**src/rtl/uart_rx_frame_parser.sv**
```systemverilog
// Frame parser for a UART byte stream: SOF 0xA5, LEN, LEN payload bytes, XOR checksum; payload replayed on a valid/ready port.
// Optional inter-byte timeout enabled by defining UART_FRAME_TIMEOUT_EN.
module uart_rx_frame_parser #(
    parameter int c_maxlen         = 16,
    parameter int c_clkfreq        = 100_000_000,
    parameter int c_timeout_cycles = 100_000
) (
    input  logic       clk,
    input  logic       rst_n,
    input  logic [7:0] din_i,
    input  logic       din_valid_i,
    output logic [7:0] pl_data_o,
    output logic       pl_valid_o,
    input  logic       pl_ready_i,
    output logic       pl_last_o,
    output logic       frame_ok_o,
    output logic       frame_err_o,
    output logic [1:0] err_code_o,
    output logic       drop_tick_o
);

    typedef enum logic [2:0] {S_IDLE, S_LEN, S_PAYLOAD, S_CHK, S_SEND} state_t;

    localparam int         c_aw       = (c_maxlen > 1) ? $clog2(c_maxlen) : 1;
    localparam int         c_depth    = 1 << c_aw;
    localparam logic [7:0] c_sof      = 8'hA5;
    localparam logic [7:0] c_maxlen_b = 8'(c_maxlen);
    localparam logic [1:0] c_err_len  = 2'b01;
    localparam logic [1:0] c_err_chk  = 2'b10;
    localparam logic [1:0] c_err_to   = 2'b11;

    if (c_maxlen < 1 || c_maxlen > 255 || c_clkfreq < 1 || c_timeout_cycles < 1) begin : g_param_check
        $error("uart_rx_frame_parser: parameter out of range");
    end

    state_t     r_state;
    state_t     w_state_nxt;
    logic [7:0] r_len;
    logic [7:0] r_chk;
    logic [7:0] r_wr_idx;
    logic [7:0] r_rd_idx;
    logic [7:0] r_buf [c_depth];
    logic       r_frame_ok;
    logic       r_frame_err;
    logic       r_drop;
    logic [1:0] r_err_code;

    logic       w_len_bad;
    logic       w_last_wr;
    logic       w_chk_match;
    logic       w_rd_last;
    logic       w_handshake;
    logic       w_timeout;
    logic       w_err_set;
    logic [1:0] w_err_code;
    logic       w_ok_set;
    logic       w_drop_set;
    logic       w_pl_valid;
    logic       w_pl_last;
    logic [7:0] w_pl_data;

    assign w_len_bad   = (din_i == 8'd0) || (din_i > c_maxlen_b);
    assign w_last_wr   = (r_wr_idx == r_len - 8'd1);
    assign w_chk_match = (din_i == r_chk);
    assign w_rd_last   = (r_rd_idx == r_len - 8'd1);
    assign w_handshake = (r_state == S_SEND) && pl_ready_i;

`ifdef UART_FRAME_TIMEOUT_EN
    logic [31:0] r_to_cnt;
    logic        w_wait_state;

    assign w_wait_state = (r_state == S_LEN) || (r_state == S_PAYLOAD) || (r_state == S_CHK);
    assign w_timeout    = w_wait_state && !din_valid_i && (r_to_cnt == 32'(c_timeout_cycles - 1));

    // Restarts on every byte and on every state change, so entering a waiting state starts from zero.
    always_ff @(posedge clk) begin
        if (!rst_n) begin
            r_to_cnt <= '0;
        end else if (!w_wait_state || din_valid_i || (w_state_nxt != r_state)) begin
            r_to_cnt <= '0;
        end else begin
            r_to_cnt <= r_to_cnt + 32'd1;
        end
    end
`else
    assign w_timeout = 1'b0;
`endif

    // NOTE: sequential state uses non-blocking (<=) so every register samples pre-edge values.
    always_ff @(posedge clk) begin
        if (!rst_n) begin
            r_state <= S_IDLE;
        end else begin
            r_state <= w_state_nxt;
        end
    end

    // NOTE: every always_comb output gets a default first, so no path can infer a latch.
    always_comb begin
        w_state_nxt = r_state;
        case (r_state)
            S_IDLE: begin
                if (din_valid_i && (din_i == c_sof)) w_state_nxt = S_LEN;
            end
            S_LEN: begin
                if (w_timeout)        w_state_nxt = S_IDLE;
                else if (din_valid_i) w_state_nxt = w_len_bad ? S_IDLE : S_PAYLOAD;
            end
            S_PAYLOAD: begin
                if (w_timeout)                     w_state_nxt = S_IDLE;
                else if (din_valid_i && w_last_wr) w_state_nxt = S_CHK;
            end
            S_CHK: begin
                if (w_timeout)        w_state_nxt = S_IDLE;
                else if (din_valid_i) w_state_nxt = w_chk_match ? S_SEND : S_IDLE;
            end
            S_SEND: begin
                if (w_handshake && w_rd_last) w_state_nxt = S_IDLE;
            end
            default: w_state_nxt = S_IDLE;
        endcase
    end

    always_comb begin
        w_pl_valid = 1'b0;
        w_pl_last  = 1'b0;
        w_pl_data  = 8'h00;
        w_err_set  = 1'b0;
        w_err_code = 2'b00;
        w_ok_set   = 1'b0;
        w_drop_set = 1'b0;
        if (w_timeout) begin
            w_err_set  = 1'b1;
            w_err_code = c_err_to;
        end
        case (r_state)
            S_LEN: begin
                if (din_valid_i && w_len_bad) begin
                    w_err_set  = 1'b1;
                    w_err_code = c_err_len;
                end
            end
            S_CHK: begin
                if (din_valid_i && !w_chk_match) begin
                    w_err_set  = 1'b1;
                    w_err_code = c_err_chk;
                end
            end
            S_SEND: begin
                w_pl_valid = 1'b1;
                w_pl_data  = r_buf[r_rd_idx[c_aw-1:0]];
                w_pl_last  = w_rd_last;
                w_ok_set   = w_handshake && w_rd_last;
                // Bytes arriving while streaming are discarded, including during the final handshake.
                w_drop_set = din_valid_i;
            end
            default: ;
        endcase
    end

    always_ff @(posedge clk) begin
        if (!rst_n) begin
            r_len    <= 8'd0;
            r_chk    <= 8'd0;
            r_wr_idx <= 8'd0;
            r_rd_idx <= 8'd0;
        end else begin
            case (r_state)
                S_LEN: begin
                    if (din_valid_i && !w_len_bad) begin
                        r_len    <= din_i;
                        r_chk    <= din_i;
                        r_wr_idx <= 8'd0;
                    end
                end
                S_PAYLOAD: begin
                    if (din_valid_i) begin
                        r_chk    <= r_chk ^ din_i;
                        r_wr_idx <= r_wr_idx + 8'd1;
                    end
                end
                S_CHK: begin
                    if (din_valid_i) r_rd_idx <= 8'd0;
                end
                S_SEND: begin
                    if (w_handshake) r_rd_idx <= r_rd_idx + 8'd1;
                end
                default: ;
            endcase
        end
    end

    // NOTE: the payload buffer has no reset; it is always written before it is read.
    always_ff @(posedge clk) begin
        if ((r_state == S_PAYLOAD) && din_valid_i) begin
            r_buf[r_wr_idx[c_aw-1:0]] <= din_i;
        end
    end

    always_ff @(posedge clk) begin
        if (!rst_n) begin
            r_frame_ok  <= 1'b0;
            r_frame_err <= 1'b0;
            r_drop      <= 1'b0;
            r_err_code  <= 2'b00;
        end else begin
            r_frame_ok  <= w_ok_set;
            r_frame_err <= w_err_set;
            r_drop      <= w_drop_set;
            if (w_err_set) r_err_code <= w_err_code;
        end
    end

    assign pl_valid_o  = w_pl_valid;
    assign pl_data_o   = w_pl_data;
    assign pl_last_o   = w_pl_last;
    assign frame_ok_o  = r_frame_ok;
    assign frame_err_o = r_frame_err;
    assign drop_tick_o = r_drop;
    assign err_code_o  = r_err_code;

endmodule

```
**config.mk**
```make
export PLATFORM = sky130hd
export DESIGN_NAME = uart_rx_frame_parser
export DESIGN_NICKNAME = d
export VERILOG_FILES = /design/src/rtl/uart_rx_frame_parser.sv
export SDC_FILE = /design/constraint.sdc
export NUM_CORES = 1
export LEC_CHECK = 0
export CELL_PAD_IN_SITES_DETAIL_PLACEMENT = 1
export CELL_PAD_IN_SITES_GLOBAL_PLACEMENT = 2
export CORE_ASPECT_RATIO = 1.75
export CORE_MARGIN = 2
export CORE_UTILIZATION = 45
export DETAILED_ROUTE_END_ITERATION = 12
export HOLD_SLACK_MARGIN = 0.12
export PLACE_DENSITY_LB_ADDON = 0.1
export SLEW_MARGIN = 20
export SYNTH_ARGS = -nofsm -noshare
export SYNTH_HDL_FRONTEND = slang
export SYNTH_SLANG_ARGS = --single-unit
```
**constraint.sdc**
```tcl
create_clock -name clk -period 2.5 [get_ports clk]
set_clock_uncertainty 0.1 [all_clocks]
set_input_delay 0.375 -clock clk [delete_from_list [all_inputs] [get_ports clk]]
set_output_delay 0.375 -clock clk [all_outputs]
set_load 0.02 [all_outputs]
```
# Yosys cells after proc, flatten, opt, wreduce, memory -nomap -nowiden
# Memory sizes are Yosys's and may differ from the RTL's. A register that Yosys moved wholly into a read port is not among the register bits.
# Cells that the tools add are included.
[totals]
reg_bits = 40
mem_bits_rw = 128
inputBits = 12
output_inout_bits = 15
word_cells = 81
n_memories = 1
[op_classes]
n_addsub = 3
n_lt_le_gt_ge = 1
n_eq_ne = 16
muxes = 30
bitwise_logic = 1
n_reduce_logical = 20
[memory_table]
columns = ["name", "words", "width", "rd", "rd_ports_with_merged_regs", "wr", "line_no", "rtl"]
rows = [
  ["r_buf", 16, 8, 1, 1, 1, "42", "logic [7:0] r_buf [c_depth];"],
]
[op_table]
columns = ["operator", "n"]
rows = [
  ["two-way mux 8 bit", 7],
  ["one-hot mux 8 bit (2 select lines)", 3],
  ["== test 8 bit", 3],
  ["two-way mux 3 bit", 6],
  ["adder 8 x 1 -> 8 bit, second input constant", 2],
  ["one-hot mux 3 bit (5 select lines)", 1],
  ["inequality test 2 bit, second input constant", 7],
  ["== test 8 bit, second input constant", 1],
  ["greater-than comparator 8 x 5 -> 1 bit, second input constant", 1],
  ["logical AND 1 bit", 8],
  ["zero test 8 bit", 1],
  ["two-way mux 4 bit", 2],
  ["subtractor 8 x 1 -> 8 bit, second input constant", 1],
  ["XOR 8 bit", 1],
  ["two-way mux 1 bit", 7],
  ["== test 3 x 2 -> 1 bit, second input constant", 2],
  ["AND reduction 3 bit", 2],
  ["AND reduction 5 bit", 1],
  ["two-way mux 2 bit", 2],
  ["one-hot mux 2 bit (2 select lines)", 1],
  ["AND reduction 2 bit", 2],
  ["nonzero test 2 bit", 2],
  ["== test 3 x 1 -> 1 bit, second input constant", 1],
  ["== test 3 bit, second input constant", 1],
  ["other kinds (5)", 6],
]

# Logic depth before layout (Yosys ltp)
# Gate-level depths: netlist (run 1).
[logic_depth]
depth_word = 6
mapped_depth = 9
ltp_nobuf = 8

# Worst setup path before layout (run 1)
# OpenSTA, ideal clock, no wires.
[synth_path]
path_kind = "reg-to-output"
startpoint = "reg with a tool-made name"
endpoint = "out pl_data_o[0]"
t_arrival_ns = 1.919
t_required_ns = 2.025
slack_ns = 0.106
stages_incl_launch_ff = 6
n_path_buf = 2
cell_sequence = "dfxtp_1 buf_2 buf_2 mux4_2 mux4_2 and2_1"
[synth_rtl]
columns = ["element", "line_no", "rtl"]
rows = [
  ["to (decl)", "12", "output logic [7:0] pl_data_o,"],
]

==> run_results.csv, run 1 <==
group,metric,value,unit
logic_synthesis,yosys.area_share.simple,10.5,%
sta,max_freq,0.355,GHz
clock_network,root_buffer,"clkbuf_16",
worst_setup_path,crit_path_top_delay_cell,"mux4_2",
grt,grt_use_total,23.8,%
power_and_ir_drop,max-vdd-ir-drop,0.443,mV
worst_hold_path,hold_class,"flop to flop",
worst_setup_path,r2r-start,"r_len[0]",
final_layout,fin_nets,621,
logic_synthesis,synth_top_area_cell,"edfxtp_1",
placement,dp_hpwl,13.8,mm
clock_network,cts.sinks,172,
sta,finalHoldViolations,0,
worst_setup_path,r2r_cells,11,
logic_synthesis,synthCells,500,
clock_network,clkTransAtPathRegs,70,ps
clock_network,htree_levels,4,
detailed_routing,dr.pass1.iters,5,
floorplan,die_w,101,µm
logic_synthesis,synth_fa_ha_area_share,1.02,%
sta,period_needed,2810,ps
worst_setup_path,critical_path_required,2030,ps
placement,port_buffers,26,
power_and_ir_drop,p_leak,3.28,nW
final_layout,seq_area,4730,µm²
clock_network,clockBufferDepth,2,
placement,placed_cell_area,8550,µm²
clock_network,cts_tree,"yes",
logic_synthesis,ys_ff_latch,172,
worst_setup_path,cp.depth,6,
sta,worst_slew_pin_slew,526,ps
sta,setup_violations,9,
detailed_routing,vias,4587,
worst_hold_path,hp-start,"r_rd_idx[7]",
floorplan,io-pin-count,27,
floorplan,start_util,45.6,%
worst_setup_path,critPathMaxStageDelay,500,ps
logic_synthesis,syn_area_per_cell,14.8,µm²
clock_network,clk_latency,420,ps
detailed_routing,wl,19.4,mm
clock_network,cts_buffers,17,
sta,rsz0062_at_grt,"true",
sta,finalCritPeriodShare,113,%
detailed_routing,detail-route-antenna-nets,0,
logic_synthesis,yosys_warnings,0,
logic_synthesis,synthMuxAreaShare,13.3,%
worst_setup_path,worst-path-buf-inv,3,
logic_synthesis,synthXorXnorAreaFrac,3.91,%
logic_synthesis,synth_compound_area_share,5.40,%
sta,tns,-2350,ps
floorplan,dieArea,17500,µm²
final_layout,final_cell_area,9340,µm²
grt,antenna_found_initial,1,
logic_synthesis,syn_area,7390,µm²
logic_synthesis,synth_nets,518,
grt,overflow,0,
final_layout,n_antenna_cell,0,
detailed_routing,drtIter0Drc,229,
outcome,status,"finished, violations left",
logic_synthesis,synthTopCellsByArea,"edfxtp_1 (52%), mux4_2 (12%), dfxtp_1 (12%)",
logic_synthesis,synth.distinct_cells,41,
floorplan,coreArea,16200,µm²
worst_hold_path,hold_path_depth,2,
logic_synthesis,synth_top_area_share,52.0,%
worst_setup_path,cp-start-kind,"flop",
power_and_ir_drop,pwr_density_cell,622,nW/µm²
sta,setup_slack,-315,ps
detailed_routing,wl_per_cell,24.0,µm
worst_setup_path,path_class,"flop to output pin",
outcome,violations,"setup timing",
floorplan,rows,62,
worst_setup_path,worstPathCellList,"buf_12 > buf_6 > mux4_2 > mux4_2 > and2_4 > buf_6",
run,max_cap_viol_count,0,
final_layout,drive_above_1_share,31.5,%
grt,grt_max_degree,30,
detailed_routing,via_per_inst,5.68,
grt,grt_pass1_vias,5118,
worst_setup_path,critical_path_arrival,2340,ps
worst_setup_path,critPathMaxFanout,6,
final_layout,multi_input_area,2610,µm²
placement,gp_congestion,0.802,
floorplan,die_h,174,µm
grt,grt_pass1_wl,30.0,mm
sta,drv_slew,0,
final_layout,fillers,1540,
final_layout,area_delta_synth_final,26.4,%
worst_setup_path,setup.worst_path.end_class,"output pin",
logic_synthesis,yosysSeqAreaShare,63.9,%
sta,relSlewSlack,64.8,%
clock_network,cts_hold_buffers,0,
logic_synthesis,synth_top_family_by_area,"multiplexers",
worst_setup_path,path_delay_family,"multiplexers",
detailed_routing,drc_errors,0,
## kinds of logic (layout without fill, tap and decap cells)
logic type | Yosys count | count (layout)
flops | 172 | 172
simple gates | 143 | 143
compound gates | 63 | 63
mux | 48 | 48
buf+inv | 35 | 151
xor+xnor | 33 | 33
fa+ha+maj | 6 | 6
## power breakdown
| group | total (W) | internal, W | switching [W] | leakage (nW) |
|---|---|---|---|---|
| clock | 0.00263 | 0.00154 | 0.00110 | 0.281 |
| sequential | 0.00306 | 0.00306 | 0.0000000763 | 1.51 |
| combinational | 0.000119 | 0.0000432 | 0.0000758 | 1.49 |
| total | 0.00581 | 0.00464 | 0.00117 | 3.28 |
## per-layer routing
metal / global-route usage, % / routed length, µm
met2: 44.3 / 11300
met1: 25.6 / 7040
met4: 9.13 / 518
met3: 4.76 / 550
met5: 0 / 16
## layout by cell type, fill, tap and decap left out, types with 3 or more instances in the layout
cell	instances
o21ai_0	19
xor2_1	14
nor2b_1	10
nand2_1	24
and3_1	14
nand3_1	12
clkinvlp_4	4
mux2i_1	8
buf_4	68
o21a_1	4
nor3_1	7
clkdlybuf4s50_1	16
clkbuf_16	17
buf_12	17
o211ai_1	10
inv_1	5
nor3b_1	3
buf_6	10
dfxtp_1	41
edfxtp_1	128
and2_1	15
a31oi_1	6
mux4_2	40
a21oi_1	13
a21boi_0	5
ha_1	5
and2_4	8
nor2_1	24
nand4_1	8
xnor2_1	16
## layout make-up
cell class              instances  share of cell area (%)
multi-input cells             293                    28.0
clock inverters                12                    1.47
repair buffers                112                    12.2
inverters                       7                   0.281
well taps                     192                    2.57
flip-flops and latches        172                    50.6
clock buffers                  20                    4.89
## tightest hold or removal path, cell delays in order (launching register included)
cell and delay (ps):
dfxtp_1 330, o21ai_0 80, a21oi_1 60
## synthesized netlist by cell type
cell / instances
nand2b_1: 1
inv_1: 7
buf_2: 9
a21boi_0: 5
dfxtp_1: 44
nor4bb_1: 1
xnor2_1: 18
a31o_2: 2
buf_4: 1
nor3b_4: 1
nor2b_1: 10
ha_1: 6
xor2_1: 15
nand4b_1: 2
nor4_1: 2
nand3_1: 12
and3_1: 14
nor3b_1: 4
o311a_1: 1
o41ai_1: 1
o21ai_0: 19
mux2i_1: 8
a21oi_1: 13
nand4_1: 8
a31oi_1: 6
mux4_2: 40
buf_1: 3
clkbuf_2: 2
and2_2: 1
o21a_1: 4
nor4b_1: 2
nor3_1: 9
nor2_1: 25
nand2_1: 26
a211oi_1: 1
clkbuf_1: 13
edfxtp_1: 128
o211ai_1: 10
and2_1: 23
a2111oi_2: 1
or3_1: 2
## flip-flops by register name (all words and copies together), names as in the netlist, named ones only
signal       flops
r_len            8
drop_tick_o      1
frame_err_o      1
err_code_o       2
r_state          3
frame_ok_o       1
r_wr_idx         8
r_rd_idx         8
r_chk            8
r_buf          128
## what timing repair did
item,4_1_cts,5_1_grt
pin swaps,11,5
setup endpoints to repair,9,10
resized for setup,79,5
setup buffers,7,2
cloned,2,0
## per-stage QoR
stage	util (%)	hold WS, ps	power (W)	setup WS (ps)	std cells
detailed placement	52.7	413	0.00324	-335	767
CTS	57.8	427	0.00588	-382	808
global placement	52.7	393	0.00324	-301	767
floorplan	-	356	0.00315	106	500
finish	57.6	417	0.00581	-315	808
global route	57.6	448	0.00597	-378	808
## path summary, 6_finish.rpt
path / end / slack, ps
max: pl_data_o[3] / -310
min: r_rd_idx[7] / 420
max reg2reg: r_state[2] / 350
min reg2reg: r_rd_idx[7] / 420
(Power assumes the default switching activity.)
==> run 2, diff against run 1 <==
GPL_ROUTABILITY_DRIVEN = 0   (was default)
==> results of run 2 <==
Same layout as run 1: the final DEF is identical, and so are final timing and power.
==> run 3, diff against run 2 <==
HOLD_SLACK_MARGIN = 0.06   (was 0.12)
RECOVER_POWER = 100   (was default)
==> run_results.csv, run 3 (synthesis results as in run 1) <==
group,metric,value,unit
clock_network,cts.sinks,172,
floorplan,rows,62,
sta,finalCritPeriodShare,113,%
worst_setup_path,critical_path_required,2030,ps
outcome,violations,"setup timing",
floorplan,die_w,101,µm
grt,overflow,0,
outcome,status,"finished, violations left",
run,max_cap_viol_count,0,
grt,grt_max_degree,30,
sta,worst_slew_pin_slew,1030,ps
floorplan,start_util,45.6,%
floorplan,coreArea,16200,µm²
sta,period_needed,2820,ps
sta,setup_slack,-316,ps
clock_network,clk_latency,420,ps
sta,drv_slew,0,
sta,tns,-2410,ps
final_layout,fin_nets,621,
worst_setup_path,critical_path_arrival,2340,ps
sta,rsz0062_at_grt,"true",
detailed_routing,drtIter0Drc,221,
clock_network,root_buffer,"clkbuf_16",
grt,grt_pass1_wl,30.0,mm
clock_network,cts_hold_buffers,0,
worst_setup_path,reg2reg_to,"r_buf[10][1]",
worst_setup_path,critPathMaxFanout,6,
clock_network,htree_levels,4,
worst_setup_path,critPathMaxStageDelay,500,ps
sta,setup_violations,12,
final_layout,final_cell_mix,"edfxtp_1 (128), buf_4 (46), dfxtp_1 (41)",
final_layout,n_antenna_cell,0,
power_and_ir_drop,p_leak,3.20,nW
worst_setup_path,cp-start-kind,"flop",
sta,finalHoldViolations,0,
sta,max_freq,0.355,GHz
detailed_routing,dr.pass1.iters,4,
detailed_routing,wl,19.4,mm
worst_setup_path,setup.worst_path.end_class,"output pin",
detailed_routing,detail-route-antenna-nets,0,
grt,grt_use_total,23.8,%
floorplan,die_h,174,µm
detailed_routing,wl_per_cell,24.0,µm
worst_hold_path,hold_class,"flop to flop",
power_and_ir_drop,max-vdd-ir-drop,0.463,mV
final_layout,area_delta_synth_final,24.5,%
clock_network,clockBufferDepth,2,
sta,whs,417,ps
power_and_ir_drop,pwr_density_cell,630,nW/µm²
final_layout,drive_above_1_share,28.9,%
placement,pre_cts_ws,-335,ps
clock_network,cts_tree,"yes",
clock_network,cts_buffers,17,
grt,grt_pass1_vias,5118,
detailed_routing,via_per_inst,5.69,
worst_hold_path,hold_path_depth,2,
worst_hold_path,hp-start,"r_rd_idx[7]",
floorplan,dieArea,17500,µm²
worst_setup_path,path_class,"flop to output pin",
detailed_routing,vias,4594,
grt,antenna_found_initial,1,
final_layout,largest_reg_flops,128,
placement,dp_hpwl,13.8,mm
clock_network,clkTransAtPathRegs,70,ps
detailed_routing,drc_errors,0,
worst_setup_path,r2r-start,"r_state[1]",
worst_setup_path,r2r_cells,6,
placement,port_buffers,26,
worst_setup_path,reg2reg_slack,110,ps
sta,relSlewSlack,31.4,%
worst_hold_path,hold_end,"r_rd_idx[7]",
worst_setup_path,worstPathCellList,"buf_12 > buf_6 > mux4_2 > mux4_2 > and2_4 > buf_6",
worst_setup_path,crit_path_top_delay_cell,"mux4_2",
floorplan,io-pin-count,27,
final_layout,final_common_cell,"edfxtp_1",
## run 3: changes by cell type in the layout (fill, tap and decap cells not counted), sizes merged
cell / change
clkdlybuf4s50: -13
dlymetal6s2s: -1
dlygate4sd3: +13
buf: -23
clkbuf: +24
## run 3: through the flow
stage | cell area, µm² | util [%] | power, W | std cells
after floorplan | 7390 | - | 0.00315 | 500
after global placement | 8550 | 52.7 | 0.00324 | 767
after detailed placement | 8550 | 52.7 | 0.00324 | 767
after CTS | 9370 | 57.8 | 0.00588 | 808
after global routing | 9200 | 56.8 | 0.00596 | 808
final | 9200 | 56.8 | 0.00580 | 808
## run 3: worst max-delay path by stage
stage,depth (start not counted),endpoint,startpoint
2_1_floorplan,5,pl_data_o[0],flop
3_3_place_gp,6,pl_data_o[4],flop
3_5_place_dp,6,pl_data_o[0],flop
4_1_cts,6,pl_data_o[0],flop
5_1_grt,6,pl_data_o[0],flop
6_report,6,pl_data_o[3],flop
## run 3: layer usage
metal / share of wire (%) / track usage, % / up-vias
met5: 0.082 / 0 / -
li1: - / - / 2122
met2: 58 / 44.3 / 85
met4: 2.5 / 9.13 / 2
met3: 2.8 / 4.76 / 26
met1: 36 / 25.6 / 2359
## run 3: layout make-up
type | count | area, µm²
Fill cell | 1557 | 7010
Sequential cell | 172 | 4730
Multi-Input combinational cell | 293 | 2600
Timing Repair Buffer | 112 | 1010
Clock buffer | 20 | 457
Tap cell | 192 | 240
Clock inverter | 12 | 138
Inverter | 7 | 26.3
## run 3: what timing repair did
| action | CTS | global route |
|---|---|---|
| setup buffers | 7 | 2 |
| pin swaps | 11 | 5 |
| endpoints found under the hold margin | 0 | 0 |
| resized for setup | 79 | 5 |
| gates cloned | 2 | 0 |
| endpoints found under the setup margin | 9 | 10 |
## run 3: power by group
part           switching [W]  leakage (nW)  internal (W)
combinational      0.0000749          1.42     0.0000309
sequential      0.0000000749          1.51       0.00306
clock                0.00110         0.281       0.00154
total                0.00117          3.20       0.00463
## run 3: critical path: cells and delay by family (launching register included)
kind / cells / cell delay (ps)
buffers and inverters: 3 / 350
flip-flops: 1 / 410
multiplexers: 2 / 980
AND/OR/NAND/NOR: 1 / 170
